[config.mk]
export PLATFORM = sky130hd
export DESIGN_NAME = muldiv_unit
export DESIGN_NICKNAME = d
export VERILOG_FILES = /design/src/rtl/muldiv_unit.sv
export SDC_FILE = /design/constraint.sdc
export NUM_CORES = 1
export LEC_CHECK = 0
export CAP_MARGIN = 15
export CORE_MARGIN = 1.5
export CORE_UTILIZATION = 62
export DETAILED_ROUTE_END_ITERATION = 10
export PLACE_DENSITY = 0.83
export SETUP_SLACK_MARGIN = 0.02
export SYNTH_ARGS = -nofsm -noshare
export SYNTH_HDL_FRONTEND = slang
export SYNTH_SLANG_ARGS = --single-unit
[constraint.sdc]
create_clock -name clk -period 4.38 [get_ports clk]
set_input_delay 0.657 -clock clk [delete_from_list [all_inputs] [get_ports clk]]
set_output_delay 0.657 -clock clk [all_outputs]
set_load 0.01 [all_outputs]
[src/rtl/muldiv_unit.sv]
// muldiv_unit: iterative RV32M multiply/divide unit.
// A radix-2 shift-add multiply or a restoring divide runs for XLEN cycles. Divide-by-zero
// and signed overflow are resolved when the operands are captured, and those take a
// one-clock path. The result is held in a register, and `done` is a one-cycle pulse.
module muldiv_unit #(
  parameter int XLEN = 32
) (
  input  logic            clk,
  input  logic            rst_n,
  input  logic            start,
  input  logic [2:0]      op,
  input  logic [XLEN-1:0] SrcA,
  input  logic [XLEN-1:0] SrcB,
  output logic            busy,
  output logic            done,
  output logic [XLEN-1:0] Result,
  output logic            zero
);

  localparam int CW = $clog2(XLEN) + 1;

  localparam logic [2:0] OP_MUL    = 3'b000;
  localparam logic [2:0] OP_MULH   = 3'b001;
  localparam logic [2:0] OP_MULHSU = 3'b010;
  localparam logic [2:0] OP_MULHU  = 3'b011;
  localparam logic [2:0] OP_DIV    = 3'b100;
  localparam logic [2:0] OP_DIVU   = 3'b101;
  localparam logic [2:0] OP_REM    = 3'b110;
  localparam logic [2:0] OP_REMU   = 3'b111;

  localparam logic [XLEN-1:0] MIN_NEG = {1'b1, {(XLEN-1){1'b0}}};

  typedef enum logic [1:0] {S_IDLE, S_CALC, S_FIN, S_DONE} state_t;

  state_t            r_state;
  state_t            w_next_state;

  logic [2:0]        r_op;
  logic [XLEN-1:0]   r_hi;        // product high half / partial remainder
  logic [XLEN-1:0]   r_lo;        // multiplier / dividend-quotient / special-case value
  logic [XLEN-1:0]   r_b;         // multiplicand / divisor magnitude
  logic [CW-1:0]     r_cnt;
  logic              r_neg_res;   // negate product or quotient
  logic              r_neg_rem;   // negate remainder (dividend was negative)
  logic              r_special;   // result already sits in r_lo

  // Capture-time decode of signedness, magnitudes and special cases
  logic              w_accept;
  logic              w_is_div;
  logic              w_a_signed, w_b_signed;
  logic              w_a_neg, w_b_neg;
  logic [XLEN-1:0]   w_a_mag, w_b_mag;
  logic              w_div_zero, w_overflow, w_special;
  logic [XLEN-1:0]   w_special_val;

  assign w_accept   = start && (r_state == S_IDLE || r_state == S_DONE);
  assign w_is_div   = op[2];
  assign w_a_signed = (op == OP_MULH) || (op == OP_MULHSU) || (op == OP_DIV) || (op == OP_REM);
  assign w_b_signed = (op == OP_MULH) || (op == OP_DIV) || (op == OP_REM);
  assign w_a_neg    = w_a_signed && SrcA[XLEN-1];
  assign w_b_neg    = w_b_signed && SrcB[XLEN-1];
  assign w_a_mag    = w_a_neg ? (~SrcA + 1'b1) : SrcA;
  assign w_b_mag    = w_b_neg ? (~SrcB + 1'b1) : SrcB;
  assign w_div_zero = w_is_div && (SrcB == '0);
  assign w_overflow = ((op == OP_DIV) || (op == OP_REM)) && (SrcA == MIN_NEG) && (SrcB == '1);
  assign w_special  = w_div_zero || w_overflow;
  // op[1] selects remainder among the divide ops
  assign w_special_val = w_div_zero ? (op[1] ? SrcA : '1)
                                    : (op[1] ? '0   : SrcA);

  // One iteration of each algorithm
  logic [XLEN:0]     w_sum;
  logic [XLEN:0]     w_shift;
  logic              w_q_bit;
  logic [XLEN-1:0]   w_sub;

  assign w_sum   = {1'b0, r_hi} + ({1'b0, r_b} & {(XLEN+1){r_lo[0]}});
  assign w_shift = {r_hi, r_lo[XLEN-1]};
  assign w_q_bit = (w_shift >= {1'b0, r_b});
  // The trial difference is below the divisor whenever it is kept, so XLEN bits suffice
  assign w_sub   = w_shift[XLEN-1:0] - r_b;

  // Sign correction and result selection used in FIN
  logic [2*XLEN-1:0] w_prod_fix;
  logic [XLEN-1:0]   w_quot, w_rem;
  logic [XLEN-1:0]   w_fin;

  assign w_prod_fix = r_neg_res ? (~{r_hi, r_lo} + 1'b1) : {r_hi, r_lo};
  assign w_quot     = r_neg_res ? (~r_lo + 1'b1) : r_lo;
  assign w_rem      = r_neg_rem ? (~r_hi + 1'b1) : r_hi;

  // Final result mux
  always_comb begin
    // NOTE: a default before the case keeps every path assigned, so no latch is inferred.
    w_fin = '0;
    if (r_special) begin
      w_fin = r_lo;
    end else begin
      unique case (r_op)
        OP_MUL:                       w_fin = w_prod_fix[XLEN-1:0];
        OP_MULH, OP_MULHSU, OP_MULHU: w_fin = w_prod_fix[2*XLEN-1:XLEN];
        OP_DIV, OP_DIVU:              w_fin = w_quot;
        OP_REM, OP_REMU:              w_fin = w_rem;
        default:                      w_fin = '0;
      endcase
    end
  end

  // State register
  always_ff @(posedge clk or negedge rst_n) begin
    // NOTE: sequential state uses non-blocking assignments so every flop samples pre-edge values.
    if (!rst_n) r_state <= S_IDLE;
    else        r_state <= w_next_state;
  end

  // Next-state logic
  always_comb begin
    w_next_state = r_state;
    unique case (r_state)
      S_IDLE, S_DONE: begin
        if (w_accept) w_next_state = w_special ? S_FIN : S_CALC;
        else          w_next_state = S_IDLE;
      end
      S_CALC:  w_next_state = (r_cnt == '0) ? S_FIN : S_CALC;
      S_FIN:   w_next_state = S_DONE;
      default: w_next_state = S_IDLE;
    endcase
  end

  // Status outputs decoded from the state
  always_comb begin
    busy = (r_state == S_CALC) || (r_state == S_FIN);
    done = (r_state == S_DONE);
  end

  // Operand capture and per-cycle iteration
  always_ff @(posedge clk or negedge rst_n) begin
    if (!rst_n) begin
      r_op      <= '0;
      r_hi      <= '0;
      r_lo      <= '0;
      r_b       <= '0;
      r_cnt     <= '0;
      r_neg_res <= 1'b0;
      r_neg_rem <= 1'b0;
      r_special <= 1'b0;
    end else if (w_accept) begin
      r_op      <= op;
      r_special <= w_special;
      r_neg_res <= w_a_neg ^ w_b_neg;
      r_neg_rem <= w_a_neg;
      r_cnt     <= CW'(XLEN - 1);
      r_hi      <= '0;
      if (w_special) begin
        r_lo <= w_special_val;
        r_b  <= '0;
      end else if (w_is_div) begin
        r_lo <= w_a_mag;
        r_b  <= w_b_mag;
      end else begin
        r_lo <= w_b_mag;
        r_b  <= w_a_mag;
      end
    end else if (r_state == S_CALC) begin
      r_cnt <= r_cnt - 1'b1;
      if (r_op[2]) begin
        r_hi <= w_q_bit ? w_sub : w_shift[XLEN-1:0];
        r_lo <= {r_lo[XLEN-2:0], w_q_bit};
      end else begin
        r_hi <= w_sum[XLEN:1];
        r_lo <= {w_sum[0], r_lo[XLEN-1:1]};
      end
    end
  end

  // Result register, loaded only on the FIN -> DONE edge
  always_ff @(posedge clk or negedge rst_n) begin
    if (!rst_n)                Result <= '0;
    else if (r_state == S_FIN) Result <= w_fin;
  end

  assign zero = (Result == '0);

endmodule

**After elaboration in Yosys (flattened, before gate mapping)**

Index checks and enable logic that the tools add are counted.

- Bits in registers: 142
- Input bits: 70
- Output and inout bits: 35
- Logic and storage cells: 94

- Add/subtract/negate cells: 8
- Magnitude comparators: 1
- Equality and inequality tests: 16
- Mux-type cells: 27
- Bitwise logic cells: 7
- Reduce and logical (&&, ||, !) cells: 25

Operators by type and width:

| operator | count |
|---|---|
| $mux 32 | 19 |
| $add 32x1->32 const B | 4 |
| $not 32->32 | 4 |
| $pmux 32 s4 | 1 |
| $add 64x1->64 const B | 1 |
| $eq 32x32->1 const B | 2 |
| $logic_not 32->1 | 2 |
| $mux 64 | 1 |
| $not 64->64 | 1 |
| $add 32x33->33 | 1 |
| $and 32x33->33 | 1 |
| $ge 33x32->1 | 1 |
| $sub 32x32->32 | 1 |
| $eq 3x3->1 const B | 6 |
| $mux 6 | 2 |
| $eq 3x2->1 const B | 3 |
| $logic_or 1x1->1 | 9 |
| $eq 3x1->1 const B | 2 |
| $logic_and 1x1->1 | 6 |
| $logic_not 6->1 | 1 |
| $mux 2 | 3 |
| $pmux 2 s3 | 1 |
| $reduce_or 2->1 | 3 |
| $sub 6x1->6 const B | 1 |
| 7 further kinds | 8 |

**Logic depth before layout (Yosys ltp)**

Gate-level depths: netlist of run 1.

- Word-level depth: 9
- Mapped depth: 15
- Mapped depth without buffers: 13

**Worst setup path after synthesis of run 1**

OpenSTA, ideal clock, no wires.

- Kind: reg2reg
- From: register r_lo[0]
- To: register r_hi[28]
- Setup time: 0.125 ns
- Data arrival time: 3.357 ns
- Data required time: 4.255 ns
- Setup slack: 0.898 ns
- Stages on the path, launching flop included: 14
- Buffers on the path: 1
- Period minus slack after synthesis: 3.482 ns
- Path through: dfrtp_1 > inv_1 > clkbuf_1 > nor2_1 > ha_1 > a21o_1 > a2111oi_0 > o221a_2 > o31ai_1 > a41oi_1 > o21ai_0 > a311oi_1 > xor2_1 > a2111oi_0

- Word-level cells in the longest chain between the ends: 5

RTL lines:

| what | RTL line | source |
|---|---|---|
| start, declared | 40 | `logic [XLEN-1:0] r_lo;` |
| start signal, assigned | 155 | `r_lo <= w_special_val;` |
| start signal, assigned | 158 | `r_lo <= w_a_mag;` |
| start signal, assigned | 161 | `r_lo <= w_b_mag;` |
| $and 32x33->33 | 77 | `assign w_sum = {1'b0, r_hi} + ({1'b0, r_b} & {(XLEN+1){r_lo[0]}});` |
| $add 32x33->33 | 77 |  |
| $mux 32 | 166 | `if (r_op[2]) begin` |
| $mux 32 | 164 | `end else if (r_state == S_CALC) begin` |
| $mux 32 | 147 | `end else if (w_accept) begin` |
| end signal, assigned | 167 | `r_hi <= w_q_bit ? w_sub : w_shift[XLEN-1:0];` |
| end signal, assigned | 170 | `r_hi <= w_sum[XLEN:1];` |
| end, declared | 39 | `logic [XLEN-1:0] r_hi;` |

No other way between the ends. The select of a mux whose other input is x is not followed.
A chain may end at the register's enable or synchronous reset.

**Final worst setup path of run 1**

Ends and elaborated chain as after synthesis.

==> run metrics, run 1 <==
run status finished clean; Worst Path Required 4.67 ns; vias per cell 6.97; Crit. Startpoint r_lo[0]; Commonest cells post-synth nand2_1, o21ai_0, nor2_1; mux share of post-synthesis cell area 0.0365; # Post-CTS Setup Buffers 0; R2R Path Start r_lo[0]; Synth async-reset ratio 1.00; placed cell area 16900 sq um; worst-margin pin slew 0.959 ns; critical path's top delay family compound AO/OA/AOI/OAI gates; clock share of power 0.108; RePlAce Congestion 1.04; layout cells sized above 1 0.0673; register area share after synthesis 0.230; CP most frequent cell a2111oi_0; Compound-Gate Fraction of Synth Area 0.300; top-count cell post-synth nand2_1; vias 17500; main combinational cell family by area after synthesis compound AO/OA/AOI/OAI gates; clk_skew 0.0165 ns; Logic pwr share 0.709; Simple-Gate Fraction of Synth Area 0.228; CTS buffer count 17; Crit-path slowest cell a41oi_1; first-pass GRT wire length 90200 um; Primary FF master, synth dfrtp_1; final setup vio count 0; max frequency 246 MHz; vias in the first global route 16100; Die H 161 um; sw power 7.45 mW; RSZ-0062 raised after global routing false; Tmin final 4.06 ns; htree depth 4; peak supply drop 0.459 mV; Initial Util 0.633; Hold WC Path Type in2async; ANT nets after route 0; CP Cell Sequence inv_1, nor2_1, ha_1, a21o_1, a2111oi_0, o221a_2, o31ai_1, a41oi_1, o21ai_0, a311oi_1, xor2_1, a2111oi_0; total of max-cap violations 0; final hold viol count 0; multi-input logic area 11000 sq um; Net Count, Synth 2268; CP Capture Type register; Clk Tree Root Cell clkbuf_16; register area 3560 sq um; CTS tree yes; Initial DRC Count 2628; Post-CTS Resized 0; Pleak 7.23 nW; XOR/XNOR share of the synthesized area 0.0868; final period utilization 0.927; initial antenna violation count 2; post-synth top area cell dfrtp_1; Final Max Tran Viols 0; Synth cell types 84; final net count 2316; largest net degree at the start of global routing 71; CP Launch Type register; # IOs 105; Worst slew margin 0.356; adder-cell share of the synthesized area 0.0617; Worst EP arrival 4.35 ns; clk_lat worst skew 0.44 ns; Int Pwr 6.07 mW; Net Sw Frac 0.551; Power Density 775 nW/um^2; Mapped Cells 2123; Core Region 24400 sq um; number of flops mapped to enable cells by yosys 0; hpwl dp 44600 um; Finished Cell Area 17400 sq um; Post-Route WL 58500 um; slowest stage delay, CP 0.52 ns; All-Layer GR Usage 0.446; worst-path maximum fanout 10; Synth Register Bits 142; die footprint 25900 sq um; Clock Path Buffers 2; Post-Route Setup TNS 0 ns; row count 57; Area contributors post-synth dfrtp_1, o21ai_0, a21oi_1; syn_area_per_cell 7.28 sq um; sequential share of power 0.183; Wirelength per Cell 23.3 um; fill cell count 1971; Clock Sinks 142; area share of the largest cell type after synthesis 0.230; total gr overflow 0; crit path buf inv count 1; Die X 161 um; Synth Cell Area 15400 sq um; CTS hold repair buffers 0; iteration count of the initial detailed-routing pass 8; Ys Warns 0; CP Class reg2reg; Reg clk slew, reported paths 0.07 ns; Port Buffers 104; area grow syn2layout 12.9%; residual DRC count 0
[state kept, by name, indices dropped and copies added (netlist names)]
name / cells
Result: 32
r_b: 32
r_hi: 32
r_lo: 32
r_cnt: 6
r_op: 3
r_state: 2
r_neg_rem: 1
r_neg_res: 1
r_special: 1
[final cells by class]
cell class,instances,share of cell area
Multi-Input combinational cell,1750,0.632
Sequential cell,142,0.204
Timing Repair Buffer,174,0.0898
Clock buffer,18,0.0246
Tap cell,324,0.0232
Inverter,86,0.0185
Clock inverter,14,0.00760
Antenna cell,1,0.000143
[cell families (layout without fill, tap and decap cells)]
group / count (synthesis) / count (layout)
adders and majority gates: 75 / 75
and+or+nand+nor: 732 / 732
DFF: 142 / 142
buffers and inverters: 231 / 292
AOI/OAI and AO/OA: 735 / 735
other: 0 / 1
xor gates and xnor gates: 153 / 153
muxes: 55 / 55
[through the flow]
| stage | setup slack [ns] | hold slack, ns | std cells | util | power (mW) |
|---|---|---|---|---|---|
| global route | 0.106 | 0.256 | 2509 | 0.715 | 14.3 |
| floorplan | 0.898 | 0.361 | 2123 | - | 8.75 |
| CTS | 0.415 | 0.243 | 2507 | 0.715 | 13.0 |
| global placement | 0.492 | 0.464 | 2475 | 0.691 | 11.3 |
| detailed placement | 0.439 | 0.474 | 2475 | 0.691 | 11.5 |
| finish | 0.321 | 0.198 | 2509 | 0.715 | 13.5 |
[placed cells by master (no fill, tap or decap), types with 15 or more instances in the layout]
cell,instances
mux2i_1,44
o21a_1,15
buf_4,69
a31oi_1,40
nor2b_1,17
o21ai_0,211
clkbuf_16,17
xnor2_1,92
ha_1,71
a21oi_1,187
o31ai_1,36
dfrtp_1,141
and2_1,15
o211ai_1,41
nand2_1,228
a21o_1,32
nand2b_1,19
clkdlybuf4s50_1,102
or3_1,24
xor2_1,61
and3_1,16
inv_1,85
nor2_1,208
or4_1,20
nand4_1,29
nand3_1,35
nor3_1,49
a211oi_1,15
nor4_1,29
[worst register-to-register path: stages (launching register included)]
cell       delay [ns]
dfrtp_1          0.44
inv_1            0.32
nor2_1           0.11
ha_1             0.36
a21o_1           0.22
a2111oi_0        0.38
o221a_2          0.27
o31ai_1          0.12
a41oi_1          0.52
o21ai_0          0.26
a311oi_1         0.35
xor2_1           0.10
a2111oi_0        0.46
[layer usage]
metal / up-vias / share of wire / track usage
met3: 207 / 0.13 / 0.0888
met4: 0 / 0.056 / 0.254
met5: - / 0 / 0
met1: 8137 / 0.39 / 0.598
met2: 1261 / 0.43 / 0.672
li1: 7895 / - / -
[path summary, 6_finish.rpt]
check | slack (ns) | to | cells past startpoint
max | 0.32 | r_hi[28] | 12
min | 0.20 | r_hi[22] | 1
max reg2reg | 0.32 | r_hi[28] | 12
min reg2reg | 0.49 | r_b[16] | 2
max in group asynchronous | 3.12 | Result[12] | 2
min in group clk | 0.49 | r_b[16] | 2
[power groups by stage]
stage | clock [mW] | sequential (mW) | combinational, mW
after global routing | 1.51 | 2.49 | 10.3
final | 1.46 | 2.47 | 9.59
after global placement | 0 | 2.40 | 8.94
after detailed placement | 0 | 2.42 | 9.09
after CTS | 1.45 | 2.40 | 9.19
after floorplan | 0 | 2.15 | 6.60
Power figures use the tool's default switching activity.
==> run 2, diff against run 1 <==
--- a/config.mk
+++ b/config.mk
@@ -11,6 +11,7 @@
 export DETAILED_ROUTE_END_ITERATION = 10
 export PLACE_DENSITY = 0.83
 export SETUP_SLACK_MARGIN = 0.02
+export SKIP_CTS_REPAIR_TIMING = 1
 export SYNTH_ARGS = -nofsm -noshare
 export SYNTH_HDL_FRONTEND = slang
 export SYNTH_SLANG_ARGS = --single-unit
==> results of run 2 <==
The final DEF is identical to that of run 1; final timing and power are the same.
